`config.mk`:
```
export PLATFORM = sky130hd
export DESIGN_NAME = block_miner_flat
export DESIGN_NICKNAME = d
export VERILOG_FILES = /design/src/rtl/block_miner_pkg.sv /design/src/rtl/block_miner_if.sv /design/src/rtl/block_miner_hash_round.sv /design/src/rtl/block_miner.sv /design/src/flat_wrapper.sv
export SDC_FILE = /design/constraint.sdc
export NUM_CORES = 1
export LEC_CHECK = 0
export CORE_ASPECT_RATIO = 1.75
export CORE_MARGIN = 2
export CORE_UTILIZATION = 46
export CTS_BUF_LIST = sky130_fd_sc_hd__clkbuf_4
export CTS_CLUSTER_SIZE = 20
export DETAILED_ROUTE_END_ITERATION = 16
export PLACE_DENSITY = 0.71
export SETUP_SLACK_MARGIN = 0.3
export SLEW_MARGIN = 20
export SYNTH_ARGS = -nofsm -noshare
export SYNTH_HDL_FRONTEND = slang
export SYNTH_SLANG_ARGS = --single-unit
```
`constraint.sdc`:
```
create_clock -name clock -period 5.7 [get_ports clock]
set_input_delay 1.425 -clock clock [delete_from_list [all_inputs] [get_ports clock]]
set_output_delay 1.425 -clock clock [all_outputs]
set_load 0.05 [all_outputs]
```
`src/rtl/block_miner_pkg.sv`:
```
// block_miner_pkg: shared constants and state encoding for the proof-of-work miner.
//   HASH_ADD / HASH_ROT : round-function constants (rotate-left then xor then add)
//   DATA_BYTES          : number of block-data bytes folded in before the nonce
//   state_t             : miner FSM states
package block_miner_pkg;

  localparam logic [7:0]  HASH_ADD   = 8'h3B;
  localparam int unsigned HASH_ROT   = 3;
  localparam int unsigned DATA_BYTES = 6;

  localparam int unsigned HASH_W  = 8;
  localparam int unsigned DATA_W  = DATA_BYTES * 8;
  localparam int unsigned ROUND_W = 3;

  typedef enum logic [1:0] {
    IDLE  = 2'd0,
    HASH  = 2'd1,
    CHECK = 2'd2,
    DONE  = 2'd3
  } state_t;

endpackage

```
`src/rtl/block_miner_if.sv`:
```
// block_miner_if: request/result bundle between the memory controller and the miner.
//   master : controller side (drives enable/load/prev/data, reads results)
//   slave  : miner side
interface block_miner_if #(
  parameter int unsigned NONCE_W = 8
);
  import block_miner_pkg::*;

  logic                enable_mining;
  logic                load_previous_hash;
  logic [HASH_W-1:0]   prev_hash_in;
  logic [DATA_W-1:0]   block_data;
  logic [HASH_W-1:0]   mining_hash;
  logic [NONCE_W-1:0]  nonce_out;
  logic                done_mining;
  logic                mine_fail;
  logic                busy;

  modport master (
    output enable_mining, load_previous_hash, prev_hash_in, block_data,
    input  mining_hash, nonce_out, done_mining, mine_fail, busy
  );

  modport slave (
    input  enable_mining, load_previous_hash, prev_hash_in, block_data,
    output mining_hash, nonce_out, done_mining, mine_fail, busy
  );

endinterface

```
`src/rtl/block_miner_hash_round.sv`:
```
// hash_round: one combinational round of the chained hash.
//   h        : current 8-bit hash state
//   b        : byte folded in this round
//   h_next_c : ({h[4:0],h[7:5]} ^ b) + HASH_ADD, carry dropped
module hash_round
  import block_miner_pkg::*;
(
  input  logic [HASH_W-1:0] h,
  input  logic [HASH_W-1:0] b,
  output logic [HASH_W-1:0] h_next_c
);

  logic [HASH_W-1:0] rot_c;

  // Rotate left by HASH_ROT.
  assign rot_c    = {h[HASH_W-HASH_ROT-1:0], h[HASH_W-1:HASH_W-HASH_ROT]};
  assign h_next_c = (rot_c ^ b) + HASH_ADD;

endmodule

```
`src/rtl/block_miner.sv`:
```
// block_miner: nonce search engine. Walks nonces upward from 0, hashing
// {block_data, nonce} seeded with the previous hash, until the top DIFFICULTY
// bits of the hash are zero or the nonce space is exhausted.
//   clock, resetn : clock and synchronous active-low reset
//   bus (slave)   : enable/load/prev/data in; mining_hash, nonce_out,
//                   done_mining, mine_fail, busy out (all registered)
module block_miner
  import block_miner_pkg::*;
#(
  parameter int unsigned DIFFICULTY = 3,
  parameter int unsigned NONCE_W    = 8
) (
  input  logic        clock,
  input  logic        resetn,
  block_miner_if.slave bus
);

  localparam logic [HASH_W-1:0]  HIT_MASK   = HASH_W'(8'hFF << (HASH_W - DIFFICULTY));
  localparam logic [NONCE_W-1:0] NONCE_MAX  = '1;
  localparam logic [ROUND_W-1:0] LAST_ROUND = ROUND_W'(DATA_BYTES);

  state_t               state_q, state_d;
  logic [HASH_W-1:0]    prev_q, prev_d;
  logic [HASH_W-1:0]    h_q, h_d;
  logic [DATA_W-1:0]    data_q, data_d;
  logic [ROUND_W-1:0]   round_q, round_d;
  logic [NONCE_W-1:0]   nonce_q, nonce_d;
  logic [HASH_W-1:0]    hash_q, hash_d;
  logic [NONCE_W-1:0]   nonce_out_q, nonce_out_d;
  logic                 fail_q, fail_d;
  logic                 done_q, done_d;
  logic                 busy_q, busy_d;

  logic [HASH_W-1:0]    rnd_b_c;
  logic [HASH_W-1:0]    rnd_h_c;
  logic                 hit_c;
  logic                 last_nonce_c;

  // Byte for the current round: data bytes MSB first, then the nonce.
  always_comb begin
    rnd_b_c = HASH_W'(nonce_q);
    case (round_q)
      3'd0:    rnd_b_c = data_q[47:40];
      3'd1:    rnd_b_c = data_q[39:32];
      3'd2:    rnd_b_c = data_q[31:24];
      3'd3:    rnd_b_c = data_q[23:16];
      3'd4:    rnd_b_c = data_q[15:8];
      3'd5:    rnd_b_c = data_q[7:0];
      default: rnd_b_c = HASH_W'(nonce_q);
    endcase
  end

  hash_round u_round (
    .h        (h_q),
    .b        (rnd_b_c),
    .h_next_c (rnd_h_c)
  );

  assign hit_c        = (h_q & HIT_MASK) == '0;
  assign last_nonce_c = (nonce_q == NONCE_MAX);

  // Next-state and next-register logic.
  always_comb begin
    state_d     = state_q;
    prev_d      = prev_q;
    h_d         = h_q;
    data_d      = data_q;
    round_d     = round_q;
    nonce_d     = nonce_q;
    hash_d      = hash_q;
    nonce_out_d = nonce_out_q;
    fail_d      = fail_q;

    // prev is only writable while no search is in flight.
    if (bus.load_previous_hash && (state_q == IDLE || state_q == DONE)) begin
      prev_d = bus.prev_hash_in;
    end

    case (state_q)
      IDLE: begin
        if (bus.enable_mining) begin
          data_d  = bus.block_data;
          nonce_d = '0;
          // Same-edge load seeds the search directly.
          h_d     = bus.load_previous_hash ? bus.prev_hash_in : prev_q;
          round_d = '0;
          state_d = HASH;
        end
      end
      HASH: begin
        if (!bus.enable_mining) begin
          state_d = IDLE;
        end else begin
          h_d     = rnd_h_c;
          round_d = round_q + ROUND_W'(1);
          if (round_q == LAST_ROUND) begin
            state_d = CHECK;
          end
        end
      end
      CHECK: begin
        if (!bus.enable_mining) begin
          state_d = IDLE;
        end else if (hit_c || last_nonce_c) begin
          hash_d      = h_q;
          nonce_out_d = nonce_q;
          fail_d      = !hit_c;
          state_d     = DONE;
        end else begin
          nonce_d = nonce_q + NONCE_W'(1);
          h_d     = prev_q;
          round_d = '0;
          state_d = HASH;
        end
      end
      DONE: begin
        if (!bus.enable_mining) begin
          state_d = IDLE;
        end
      end
      default: state_d = IDLE;
    endcase

    done_d = (state_d == DONE);
    busy_d = (state_d == HASH) || (state_d == CHECK);
  end

  // State and output registers.
  always_ff @(posedge clock) begin
    if (!resetn) begin
      state_q     <= IDLE;
      prev_q      <= '0;
      h_q         <= '0;
      data_q      <= '0;
      round_q     <= '0;
      nonce_q     <= '0;
      hash_q      <= '0;
      nonce_out_q <= '0;
      fail_q      <= 1'b0;
      done_q      <= 1'b0;
      busy_q      <= 1'b0;
    end else begin
      state_q     <= state_d;
      prev_q      <= prev_d;
      h_q         <= h_d;
      data_q      <= data_d;
      round_q     <= round_d;
      nonce_q     <= nonce_d;
      hash_q      <= hash_d;
      nonce_out_q <= nonce_out_d;
      fail_q      <= fail_d;
      done_q      <= done_d;
      busy_q      <= busy_d;
    end
  end

  assign bus.mining_hash = hash_q;
  assign bus.nonce_out   = nonce_out_q;
  assign bus.done_mining = done_q;
  assign bus.mine_fail   = fail_q;
  assign bus.busy        = busy_q;

endmodule

```
`src/flat_wrapper.sv`:
```
// flat-port wrapper written by rule: the top's interface ports become plain ports
module block_miner_flat import block_miner_pkg::*;
#(
  parameter int unsigned DIFFICULTY = 3,
  parameter int unsigned NONCE_W    = 8
)
  (clock, resetn, bus_enable_mining, bus_load_previous_hash, bus_prev_hash_in, bus_block_data, bus_mining_hash, bus_nonce_out, bus_done_mining, bus_mine_fail, bus_busy);
  block_miner_if #(.NONCE_W(NONCE_W)) bus_i ();
  input  logic clock;
  input  logic resetn;
  input wire logic [$bits(bus_i.enable_mining)-1:0] bus_enable_mining;
  input wire logic [$bits(bus_i.load_previous_hash)-1:0] bus_load_previous_hash;
  input wire logic [$bits(bus_i.prev_hash_in)-1:0] bus_prev_hash_in;
  input wire logic [$bits(bus_i.block_data)-1:0] bus_block_data;
  output wire logic [$bits(bus_i.mining_hash)-1:0] bus_mining_hash;
  output wire logic [$bits(bus_i.nonce_out)-1:0] bus_nonce_out;
  output wire logic [$bits(bus_i.done_mining)-1:0] bus_done_mining;
  output wire logic [$bits(bus_i.mine_fail)-1:0] bus_mine_fail;
  output wire logic [$bits(bus_i.busy)-1:0] bus_busy;
  assign bus_i.enable_mining = bus_enable_mining;
  assign bus_i.load_previous_hash = bus_load_previous_hash;
  assign bus_i.prev_hash_in = bus_prev_hash_in;
  assign bus_i.block_data = bus_block_data;
  assign bus_mining_hash = bus_i.mining_hash;
  assign bus_nonce_out = bus_i.nonce_out;
  assign bus_done_mining = bus_i.done_mining;
  assign bus_mine_fail = bus_i.mine_fail;
  assign bus_busy = bus_i.busy;
  block_miner #(.DIFFICULTY(DIFFICULTY), .NONCE_W(NONCE_W)) u_core (.clock(clock), .resetn(resetn), .bus(bus_i));
endmodule
```
* Word-level counts from Yosys, hierarchy flattened
Cells that the tools add are included.
Operators by class: reduce and logical (&&, ||, !) cells 14, bitwise gates (word level) 1, mux-type cells 23, $add $sub $neg 3, eq/ne operators 17
Operators with widths (count):
- $mux 8 | 8
- $pmux 8 s6 | 1
- $pmux 8 s3 | 1
- $pmux 8 s2 | 1
- $mux 2 | 6
- $mux 3 | 4
- $eq 3x3->1 const B | 3
- $pmux 3 s3 | 1
- $add 8x1->8 const B | 1
- $add 8x6->8 const B | 1
- $eq 2x2->1 const B | 4
- $eq 8x8->1 const B | 1
- $logic_not 8->1 | 1
- $ne 2x2->1 const B | 4
- $pmux 2 s4 | 1
- $xor 8x8->8 | 1
- $eq 3x2->1 const B | 2
- $reduce_and 5->1 | 1
- $eq 2x1->1 const B | 2
- $reduce_and 4->1 | 1
- $add 3x1->3 const B | 1
- $eq 3x1->1 const B | 1
- $logic_not 3->1 | 1
- $logic_or 1x1->1 | 3
- 7 further kinds | 7
Word-level totals: flip-flop bits (word level) 96, word-level logic and storage cells 69

* Logic depth before layout (Yosys ltp)
depth after elaboration 7, gate-level depth with buffers 13, mapped depth without buffers 10

* Hierarchy
From an unflattened synthesis, not the netlist that was laid out.
Unflattened totals: cells, all modules 551, area total of the unflattened synthesis 4584.4 µm²
Modules (own cells, without submodules):
- block_miner | cells an instance 527, area each 4390.5 µm², times used 1
- hash_round | cells an instance 24, area each 193.9 µm², times used 1

* Worst setup path before layout
No wires, ideal clock.
path kind input-to-reg, from input bus_load_previous_hash, to register u_core.h_q[7], cell stages on the path 8, data arrival time 2.651 ns, setup slack 2.971 ns, buffers on the path 2, library setup time 0.078 ns, data required time 5.622 ns, path through clkbuf_1 -> nor2b_1 -> clkbuf_1 -> a21oi_1 -> nand2_1 -> a41oi_1 -> o311ai_0 -> nor3_1
Between the ends: longest elaborated chain between the ends 3
RTL lines:
- start: declaration | RTL line flat_wrapper.sv:12 | input wire logic [$bits(bus_i.load_previous_hash)-1:0] bus_load_previous_hash;
- $mux 8 | RTL line block_miner.sv:85 | h_d = bus.load_previous_hash ? bus.prev_hash_in : prev_q;
- $mux 8 | RTL line block_miner.sv:81 | if (bus.enable_mining) begin
- $pmux 8 s3 | RTL line block_miner.sv:79 | case (state_q)
- end signal: assignment | RTL line block_miner.sv:133 | h_q <= '0;
- end signal: assignment | RTL line block_miner.sv:145 | h_q <= h_d;
- end: declaration | RTL line block_miner.sv:24 | logic [HASH_W-1:0] h_q, h_d;
Every way passes these cells. The select of a mux whose other input is x is not followed. A chain may end at the register's enable or synchronous reset.

* Final worst setup path
from input bus_enable_mining, to register u_core.h_q[6]
Between the ends: longest elaborated chain between the ends 2, elaborated cells on any way between the ends 4
RTL lines:
- start: declaration | RTL line flat_wrapper.sv:11 | input wire logic [$bits(bus_i.enable_mining)-1:0] bus_enable_mining;
- $ne 2x2->1 (no line)
- $reduce_and 5->1 (no line) (*)
Mark *: on every way between the ends. The rest lies on a longest branch, timed or not.

==> impl_results.html <==
<table>
<tr><th>Metric</th><th>Value</th></tr>
<tr><th colspan="2">GRT</th></tr>
<tr><td>Global-route wire length before repair</td><td>~19000 um</td></tr>
<tr><td>Total global-route track usage</td><td>22.2%</td></tr>
<tr><td>Final global-route overflow total</td><td>0</td></tr>
<tr><td>Pin count of the biggest net entering global routing</td><td>between 80 and 90</td></tr>
<tr><td>Via count of the first global-routing pass</td><td>approximately 4000</td></tr>
<tr><td>Number of antenna violations at the first check in global routing</td><td>0</td></tr>
<tr><th colspan="2">Floorplan</th></tr>
<tr><td>Horizontal die dimension</td><td>roughly 80 um</td></tr>
<tr><td>Number of I/O pins</td><td>~80</td></tr>
<tr><td>CORE AREA</td><td>9910 sq um</td></tr>
<tr><td>Initial cell density of the core</td><td>a little under half</td></tr>
<tr><td>Die area</td><td>11100 sq um</td></tr>
<tr><td>Die Ht</td><td>around 140 um</td></tr>
<tr><td>Standard-cell row count</td><td>48</td></tr>
<tr><th colspan="2">Yosys</th></tr>
<tr><td>Post-synthesis cell area</td><td>~4700 sq um</td></tr>
<tr><td>Sequential-to-total area share from yosys stat</td><td>40.8%</td></tr>
<tr><td>Gate count of the mapped netlist</td><td>573</td></tr>
<tr><td>Net count after synthesis</td><td>around 650</td></tr>
<tr><td>Synth async-reset ratio</td><td>0%</td></tr>
<tr><td>Yosys warning count</td><td>0</td></tr>
<tr><td>Synthesized area divided by synthesized cell count</td><td>approximately 8 sq um</td></tr>
<tr><td>Count of flip-flops with a built-in enable after synthesis</td><td>0</td></tr>
<tr><td>Primary flip-flop cell chosen by synthesis mapping</td><td>sky130_fd_sc_hd__dfxtp_1</td></tr>
<tr><td>#FFs+latches synth</td><td>96</td></tr>
<tr><td>Post-synth cell types</td><td>60</td></tr>
<tr><th colspan="2">Critical path</th></tr>
<tr><td>Termination of the worst setup path</td><td>u_core.h_q[6]$_SDFFE_PN0P_</td></tr>
<tr><td>Endpoint of the worst register-to-register path</td><td>u_core.h_q[2]$_SDFFE_PN0P_</td></tr>
<tr><td>Worst Reg2Reg Path Length in Cells</td><td>10</td></tr>
<tr><td>Kind of critical path</td><td>input pin to flip-flop</td></tr>
<tr><td>Arrival time reported for the critical path endpoint</td><td>between 4 and 5 ns</td></tr>
<tr><td>Startpoint of the worst register-to-register path</td><td>u_core.round_q[2]$_SDFFE_PN0P_</td></tr>
<tr><td>Worst Setup SP</td><td>bus_enable_mining</td></tr>
<tr><td>Setup crit start kind</td><td>input pin</td></tr>
<tr><td>Data required time at the worst endpoint</td><td>between 6 and 7 ns</td></tr>
<tr><td>CP endpoint kind</td><td>flip-flop</td></tr>
<tr><td>Largest fanout on the critical path</td><td>22</td></tr>
<tr><td>Setup slack of the worst register-to-register path</td><td>2.52 ns</td></tr>
<tr><th colspan="2">STA</th></tr>
<tr><td>Number of failing setup endpoints in the final timing report</td><td>0</td></tr>
<tr><td>Final critical path time including I/O delays and setup</td><td>around 3.6 ns</td></tr>
<tr><td>Fin crit share</td><td>~64%</td></tr>
<tr><td>Unrepaired setup endpoints after global routing</td><td>no</td></tr>
<tr><td>Pins Over Slew Limit</td><td>0</td></tr>
<tr><td>Setup TNS Final</td><td>0 ns</td></tr>
<tr><td>Max transition margin</td><td>around a third</td></tr>
<tr><td>Final count of hold timing violations</td><td>0</td></tr>
<tr><td>Clock tree skew after final layout</td><td>approximately 0.021 ns</td></tr>
<tr><td>Tightest Pin Transition</td><td>0.970 ns</td></tr>
<tr><td>FMAX</td><td>276 MHz</td></tr>
<tr><th colspan="2">Detailed routing</th></tr>
<tr><td>Final Routed Wirelength</td><td>about 12000 um</td></tr>
<tr><td>Routed vias</td><td>roughly 4100</td></tr>
<tr><td>DR WL/cell</td><td>between 15 and 20 um</td></tr>
<tr><td>Drt first-iter violations</td><td>around 290</td></tr>
<tr><td>Vias per std cell</td><td>roughly 5.5</td></tr>
<tr><td>Post-route DRC</td><td>0</td></tr>
<tr><td>Antenna Nets Post-Route</td><td>0</td></tr>
<tr><td>Pre-antenna DRT Iters</td><td>6</td></tr>
<tr><th colspan="2">Power and ir drop</th></tr>
<tr><td>P per Cell Area</td><td>233 nW/um^2</td></tr>
<tr><td>VDD IR max</td><td>0.000124 V</td></tr>
<tr><td>Pleak</td><td>~2.0 nW</td></tr>
<tr><th colspan="2">Hold path</th></tr>
<tr><td>Min-Delay Path Class</td><td>flip-flop to flip-flop</td></tr>
<tr><th colspan="2">Final layout</th></tr>
<tr><td>Final design instance area without fill</td><td>5620 sq um</td></tr>
<tr><td>Share of post-route cells with drive strength above 1</td><td>a little over 6%</td></tr>
<tr><td>Antenna diode instance count</td><td>0</td></tr>
<tr><td>Area growth syn-to-layout</td><td>19.3%</td></tr>
<tr><td>NumNets Final</td><td>approximately 700</td></tr>
<tr><td>Fill cells</td><td>a little under 1000</td></tr>
<tr><td>Commonest cells after routing, fill and taps aside</td><td>sky130_fd_sc_hd__nand2_1 (157), sky130_fd_sc_hd__dfxtp_1 (96), sky130_fd_sc_hd__clkdlybuf4s50_1 (77)</td></tr>
<tr><td>Most common cell after layout, fill and taps aside</td><td>sky130_fd_sc_hd__nand2_1</td></tr>
<tr><th colspan="2">Clock tree</th></tr>
<tr><td>Hold-fix buffers at CTS</td><td>0</td></tr>
<tr><td>Cells resized by post-CTS repair</td><td>0</td></tr>
<tr><td>Maximum clock path buffer count</td><td>2</td></tr>
<tr><td>Deepest level of the CTS H-tree</td><td>3</td></tr>
<tr><td>Clock tree from TritonCTS</td><td>built</td></tr>
<tr><td>Master cell of the clock root buffer</td><td>sky130_fd_sc_hd__clkbuf_4</td></tr>
<tr><td>Later-pin clock latency in the skew report</td><td>between 0.4 and 0.5 ns</td></tr>
<tr><td>Inserted Clock Buffers</td><td>9</td></tr>
<tr><td>Clock net sink count</td><td>96</td></tr>
<tr><td>Clock slew at the register clock pins of the worst setup and hold paths</td><td>roughly 0.14 ns</td></tr>
<tr><td>Post-CTS setup buffer count</td><td>0</td></tr>
<tr><th colspan="2">Place</th></tr>
<tr><td>Placed Area</td><td>about 5500 sq um</td></tr>
<tr><td>Detail Placement HPWL</td><td>8550 um</td></tr>
<tr><td>Port-buffer cells</td><td>between 70 and 80</td></tr>
<tr><td>Global placer's final weighted congestion</td><td>roughly 0.9</td></tr>
<tr><th colspan="2">Outcome</th></tr>
<tr><td>Outcome</td><td>completed</td></tr>
<tr><th colspan="2">Run</th></tr>
<tr><td>Max-cap check violation count</td><td>0</td></tr>
</table>
[per-stage QoR]
step | utilization, % | std cells | total power [mW] | hold WS (ns) | setup slack (ns)
final | 56.7 | 755 | 1.31 | 0.464 | 2.07
after global routing | 56.7 | 755 | 1.38 | 0.491 | 1.82
after CTS | 56.7 | 755 | 1.32 | 0.465 | 2.12
after detailed placement | 55.4 | 739 | 0.970 | 0.447 | 1.65
after global placement | 55.4 | 739 | 0.963 | 0.447 | 1.73
after floorplan | - | 573 | 0.883 | 0.433 | 2.97
[flip-flops by register name (all words and copies together), names as in the netlist]
name,cells
u_core.round_q,3
u_core.bus.mine_fail,1
u_core.h_q,8
u_core.nonce_q,8
u_core.bus.nonce_out,8
u_core.bus.busy,1
u_core.data_q,48
u_core.bus.done_mining,1
u_core.prev_q,8
u_core.state_q,2
u_core.bus.mining_hash,8
[report_power, final]
group | internal, mW | total [mW] | switching [mW]
clock network | 0.130 | 0.352 | 0.223
logic | 0.104 | 0.224 | 0.120
registers | 0.704 | 0.730 | 0.0262
[layout make-up]
class	instances	area (sq um)	share of cell area, %
multi-input cells	427	2570	45.8
flip-flops and latches	96	1920	34.2
repair buffers	81	798	14.2
well taps	125	156	2.78
clock buffers	9	67.6	1.20
clock inverters	7	62.6	1.11
inverters	10	37.5	0.668
[cells by family after synthesis]
logic type	share of synthesized area (%)
xor+xnor	3.45
fa+ha+maj	3.19
buf+inv	4.52
simple gates	22.8
mux	3.64
flops	40.8
compound gates	21.5
[cells in the mapped netlist, types with 2 or more instances]
library cell                count  area, sq um
sky130_fd_sc_hd__o2111ai_1      2         17.5
sky130_fd_sc_hd__a222oi_1       6         60.1
sky130_fd_sc_hd__nand4_1        4         25.0
sky130_fd_sc_hd__o21ai_0       14         70.1
sky130_fd_sc_hd__xnor2_1        4         35.0
sky130_fd_sc_hd__or2_2          2         12.5
sky130_fd_sc_hd__a31oi_1        6         37.5
sky130_fd_sc_hd__o22ai_1        3         18.8
sky130_fd_sc_hd__xnor2_2        3         48.8
sky130_fd_sc_hd__nor4_1         4         25.0
sky130_fd_sc_hd__xor2_1         9         78.8
sky130_fd_sc_hd__or3_1          4         25.0
sky130_fd_sc_hd__inv_1         10         37.5
sky130_fd_sc_hd__a2111oi_0      2         17.5
sky130_fd_sc_hd__nand3b_1       2         15.0
sky130_fd_sc_hd__nand3_1       18         90.1
sky130_fd_sc_hd__nor3_1         4         20.0
sky130_fd_sc_hd__a21oi_1       13         65.1
sky130_fd_sc_hd__nor2b_1       14         87.6
sky130_fd_sc_hd__buf_1          3         11.3
sky130_fd_sc_hd__buf_6          2         22.5
sky130_fd_sc_hd__dfxtp_1       96         1920
sky130_fd_sc_hd__mux2i_1        7         70.1
sky130_fd_sc_hd__a211oi_1       2         15.0
sky130_fd_sc_hd__a21boi_0      65          488
sky130_fd_sc_hd__nand2_1      157          589
sky130_fd_sc_hd__and2_1         7         43.8
sky130_fd_sc_hd__buf_2          5         25.0
sky130_fd_sc_hd__a22o_1         2         17.5
sky130_fd_sc_hd__clkbuf_1      29          109
sky130_fd_sc_hd__a221oi_1       5         43.8
sky130_fd_sc_hd__nor2_1        23         86.3
sky130_fd_sc_hd__mux2_2         8         90.1
sky130_fd_sc_hd__ha_1          12          150
[worst max-delay path, cell delays in order]
cell	delay [ns]
sky130_fd_sc_hd__clkdlybuf4s50_1	0.90
sky130_fd_sc_hd__nor2_1	0.15
sky130_fd_sc_hd__nor3_2	0.67
sky130_fd_sc_hd__mux2i_1	0.25
sky130_fd_sc_hd__nand4b_1	0.21
sky130_fd_sc_hd__or3_1	0.32
sky130_fd_sc_hd__nand3_1	0.09
[worst min-delay path by stage]
stage                                  startpoint                       endpoint  slack [ns]  cells after the start
floorplan           u_core.data_q[2]$_SDFFE_PN0P_  u_core.data_q[2]$_SDFFE_PN0P_        0.43                      2
global placement    u_core.data_q[4]$_SDFFE_PN0P_  u_core.data_q[4]$_SDFFE_PN0P_        0.45                      2
detailed placement  u_core.data_q[4]$_SDFFE_PN0P_  u_core.data_q[4]$_SDFFE_PN0P_        0.45                      2
CTS                 u_core.data_q[4]$_SDFFE_PN0P_  u_core.data_q[4]$_SDFFE_PN0P_        0.47                      2
global route        u_core.data_q[8]$_SDFFE_PN0P_  u_core.data_q[8]$_SDFFE_PN0P_        0.49                      2
finish              u_core.data_q[4]$_SDFFE_PN0P_  u_core.data_q[4]$_SDFFE_PN0P_        0.46                      2
[routing by layer]
metal  track usage [%]  part of all wire (%)  up-vias
li1                  -                     -     2072
met5                 0                     0        -
met3              4.82                   3.4       40
met4              15.1                   5.6        0
met2              37.9                    52      106
met1              24.1                    38     1909
Note: power is estimated with default switching activity, not from simulation.
==> RTL change 1, RTL diff (same settings) <==
The 4 states of `state_t` get a one-hot encoding in 4 bits.
--- a/src/rtl/block_miner_pkg.sv
+++ b/src/rtl/block_miner_pkg.sv
@@ -12,11 +12,11 @@
   localparam int unsigned DATA_W  = DATA_BYTES * 8;
   localparam int unsigned ROUND_W = 3;
 
-  typedef enum logic [1:0] {
-    IDLE  = 2'd0,
-    HASH  = 2'd1,
-    CHECK = 2'd2,
-    DONE  = 2'd3
+  typedef enum logic [3:0] {
+    IDLE  = 4'b0001,
+    HASH  = 4'b0010,
+    CHECK = 4'b0100,
+    DONE  = 4'b1000
   } state_t;
 
 endpackage
Behaviour: same outputs for any inputs over 10 cycles, from zero or initial values and one cycle with resetn low; not proved beyond that.
==> RTL change 1 against the original RTL <==
  * Routed wire length is 2.9% higher
  * Cell area rose by 0.98%
  * Count of clock-buffer cells in the layout stayed put
  * Area after synthesis is 0.53% lower
  * Sequential power is 2.7% higher
  * Total power is 6.2% higher
  * Register-to-register slack worse by 650 ps
  * Global-route usage is 0.38 points higher
  * Critical endpoint unchanged
  * Worst setup slack worse by 210 ps
  * Sequential cell count increased by 2
==> RTL change 1: results (changes against the original RTL) <==
The number of cells on the worst reg-to-reg path is 12 (was 10). The routed wire length per instance came out at 16.00 um (was 15.33 um). Origin of the worst min-delay path: u_core.bus.mining_hash[3]$_SDFFE_PN0P_ (was u_core.data_q[4]$_SDFFE_PN0P_). The tools report the number of antenna violations at the first check in global routing as 1 (was 0).

The final worst setup slack is 1865 ps (was 2073 ps), and the met2 global-route usage is 42.04% (was 37.92%). The violation count after the first detailed-route iteration was 250 (was 286). The count of cell types in the netlist was 58 (was 60).

Layout overhead on the synthesized area: 21.13% (was 19.31%). The worst voltage drop across the vdd grid is 0.0001570 V (was 0.0001245 V), and the global-route wire length before repair is 19090 um (was 19020 um). The run gives 489 um (was 397 um) as the met3 wirelength from detailed routing. The class of the tightest hold or removal check is reg -> reg (unchanged).

Most numerous cell types in the synthesized netlist: sky130_fd_sc_hd__nand2_1, sky130_fd_sc_hd__dfxtp_1, sky130_fd_sc_hd__a21boi_0 (unchanged). The worst-case headroom to the max-slew limit is 46.72% (was 35.22%). The number of global-route vias before repair is 3982 (was 4013). The xor/xnor share of the synthesized area works out to 2.804% (was 3.454%). For the post-place setup slack, the log shows 1948 ps (was 1646 ps).

Maximum number of pins on one net before global-route repair: 52 (was 83). The tools report the endpoint of the worst hold path as u_core.bus.mining_hash[3]$_SDFFE_PN0P_ (was u_core.data_q[4]$_SDFFE_PN0P_). Leading post-synthesis cells by cell area: sky130_fd_sc_hd__dfxtp_1, sky130_fd_sc_hd__nand2_1, sky130_fd_sc_hd__a21boi_0 (unchanged). The layout filler cell count was 979 (was 974). The synthesized netlist net count was 624 (was 645); the area fraction in compound gates after synthesis was 22.57% (was 21.55%).

The final-stage net count is 680 (was 697). Met1 layer usage reported by global route: 24.83% (was 24.13%). Worst setup path startpoint: u_core.round_q[2]$_SDFFE_PN0P_ (was bus_enable_mining). The global routing usage on met3 is 3.145% (was 4.818%). The adder and majority gate portion of the synthesized area is 1.870% (was 3.188%). The run gives 41.88% (was 40.81%) as the sequential fraction of the synthesis area. The run gives 0.8521 (was 0.8982) as the weighted congestion at the end of routability-driven global placement.

The via count of the routed design is 4134 (was 4127). Portion of netlist area occupied by mux cells: 3.846% (was 3.640%). The flow ran to the end, and the final reports show no timing, DRC or antenna violations. The leakage dissipation is 2.048 nW (was 2.034 nW), and the layout cell share with drive strength beyond 1 is 5.502% (was 6.032%). The number of detailed-routing iterations run before antenna repair came out at 5 (was 6). Global-route total usage across every layer: 22.57% (was 22.19%). The endpoint arrival time on the critical path is 4260 ps (was 4030 ps), and the placed wire-length estimate is 8825 um (was 8549 um).

The logs give 6504 um (was 6072 um) for the met2 routed wirelength and 4573 um (was 4453 um) for the met1 wire length.
RTL change 1: cell count changes after synthesis, sizes merged, moves of 5 or more:
| cell | delta |
|---|---|
| a221o | +6 |
| a22oi | +5 |
| buf | -6 |
| ha | -5 |
| inv | -6 |
| mux2 | -7 |
| mux2i | +8 |
| nand2 | -10 |
| nand3 | -5 |
| o21ai | -5 |
RTL change 1: report_power, final:
part           internal (mW)  switching (mW)  total, mW
combinational          0.103           0.110      0.213
sequential             0.719          0.0309      0.750
clock                  0.181           0.244      0.425
total                   1.00           0.385       1.39
RTL change 1: final cells by class:
cell class                 instances  area [sq um]  share of cell area (%)
multi-input combinational        417          2552                   44.98
sequential                        98          1962                   34.58
timing repair buffer              83         813.3                   14.33
tap                              125         156.4                   2.756
clock inverter                     7         105.1                   1.852
clock buffer                       9         67.56                   1.191
inverter                           4         15.01                  0.2646
antenna                            1         2.502                 0.04410
RTL change 1: worst max-delay path: stages (launching register included):
cell                       delay, ps
sky130_fd_sc_hd__dfxtp_1         870
sky130_fd_sc_hd__inv_2           150
sky130_fd_sc_hd__ha_1            370
sky130_fd_sc_hd__and2_0          220
sky130_fd_sc_hd__a221o_1         290
sky130_fd_sc_hd__or4_4           520
sky130_fd_sc_hd__nand2_1         120
sky130_fd_sc_hd__ha_1            230
sky130_fd_sc_hd__nor2b_1          70
sky130_fd_sc_hd__mux2i_1         290
sky130_fd_sc_hd__nand4b_1        150
sky130_fd_sc_hd__o41ai_1         270
sky130_fd_sc_hd__o221a_2         240
RTL change 1: through the flow:
step	cell area, sq um	hold slack, ps	cells
floorplan	4684	438.8	557
global placement	5497	453.0	727
detailed placement	5497	458.4	727
CTS	5669	478.1	743
global route	5674	500.5	744
finish	5674	472.5	744
==> RTL change 2, RTL diff (same settings) <==
Made on the original files. The package constant `ROUND_W` goes from 3 to 5.
--- a/src/rtl/block_miner_pkg.sv
+++ b/src/rtl/block_miner_pkg.sv
@@ -10,7 +10,7 @@
 
   localparam int unsigned HASH_W  = 8;
   localparam int unsigned DATA_W  = DATA_BYTES * 8;
-  localparam int unsigned ROUND_W = 3;
+  localparam int unsigned ROUND_W = 5;
 
   typedef enum logic [1:0] {
     IDLE  = 2'd0,
Function: no difference found for any inputs over 10 cycles, from zero or initial values and one cycle with resetn low; that may be too few to reach the edited logic, so the function may still have changed.
==> RTL change 2 against the original RTL <==
  * Sequential power is 2.7% higher
  * Routed wire length up 1.6%
  * Clock skew fell by 0.61 ps
  * Area after synthesis shrank 0.77%
  * Sequential cell count up 2
  * Via count increased by 3.4%
  * Total power up 6.5%
  * Worst setup slack improved by 530 ps
  * Register-to-register slack better by 100 ps
  * Final cell count is 2.3% higher
  * Cell area about the same
  * Highest routed layer unchanged
==> RTL change 2: results (changes against the original RTL) <==
The run gives 4498 um (was 4453 um) as the met1 wire length. The met2 routed wirelength came out at 6257 um (was 6072 um). The tools report the worst clock skew as 20.79 ps (was 21.40 ps). The run finished with clean final reports. The logs give 997 (was 974) for the layout filler cell count and 41.98% (was 40.81%) for the sequential fraction of the synthesis area. The violation count after the first detailed-route iteration was 266 (was 286). The maximum number of pins on one net before global-route repair is 62 (was 83). The largest stage delay on the critical path is 820 ps (was 900 ps). The run gives 19110 um (was 19020 um) as the global-route wire length before repair. The maximum fanout encountered on the critical timing path works out to 2 (was 22).

The slew at the pin with the worst max-slew slack is 711.7 ps (was 970.4 ps). For the placed instance area, the log shows 5465 sq um (was 5489 sq um). The tools report the worst voltage drop across the vdd grid as 0.0001488 V (was 0.0001245 V). For the total length of routed wires, the log shows 11750 um (was 11570 um). The tools report the global-route total usage across every layer as 22.22% (was 22.19%).

The number of global-route vias before repair was 4116 (was 4013); the layout cell share with drive strength beyond 1 was 6.347% (was 6.032%). The run gives 659 (was 645) as the synthesized netlist net count. The placed wire-length estimate is 8766 um (was 8549 um), and the portion of netlist area occupied by mux cells is 1.071% (was 3.640%). The tools report the worst reg-to-reg setup slack as 2620 ps (was 2520 ps). The run gives 483 um (was 397 um) as the met3 wirelength from detailed routing.

The number of detailed-routing iterations run before antenna repair was 5 (was 6). The worst setup path startpoint was u_core.bus.mining_hash[0]$_SDFFE_PN0P_ (was bus_enable_mining). The xor/xnor share of the synthesized area was 3.695% (was 3.454%).
-- RTL change 2: cell count changes in the layout (fill, tap and decap cells not counted), sizes merged, moves of 6 or more --
cell and delta:
a21oi +70, a21boi -60, a22oi +13, nand2 +13, nor2b -8, mux2 -9, xnor2 +6, nand3 -9
-- RTL change 2: cell type report --
cell class                 instances  area share (%)
inverter                          10          0.6682
clock buffer                      10           1.336
tap                              125           2.784
multi-input combinational        440           44.48
sequential                        98           34.92
clock inverter                     6           1.336
timing repair buffer              82           14.43
antenna                            1         0.04454
-- RTL change 2: power breakdown --
| group | switching (mW) | internal [mW] | total, mW |
|---|---|---|---|
| Clock | 0.240 | 0.144 | 0.384 |
| Combinational | 0.142 | 0.117 | 0.258 |
| Sequential | 0.0301 | 0.719 | 0.750 |
-- RTL change 2: stage by stage --
step / cells / worst slack, ps
floorplan: 588 / 3041
global placement: 755 / 2200
detailed placement: 755 / 2160
CTS: 771 / 2578
global route: 772 / 2285
finish: 772 / 2601
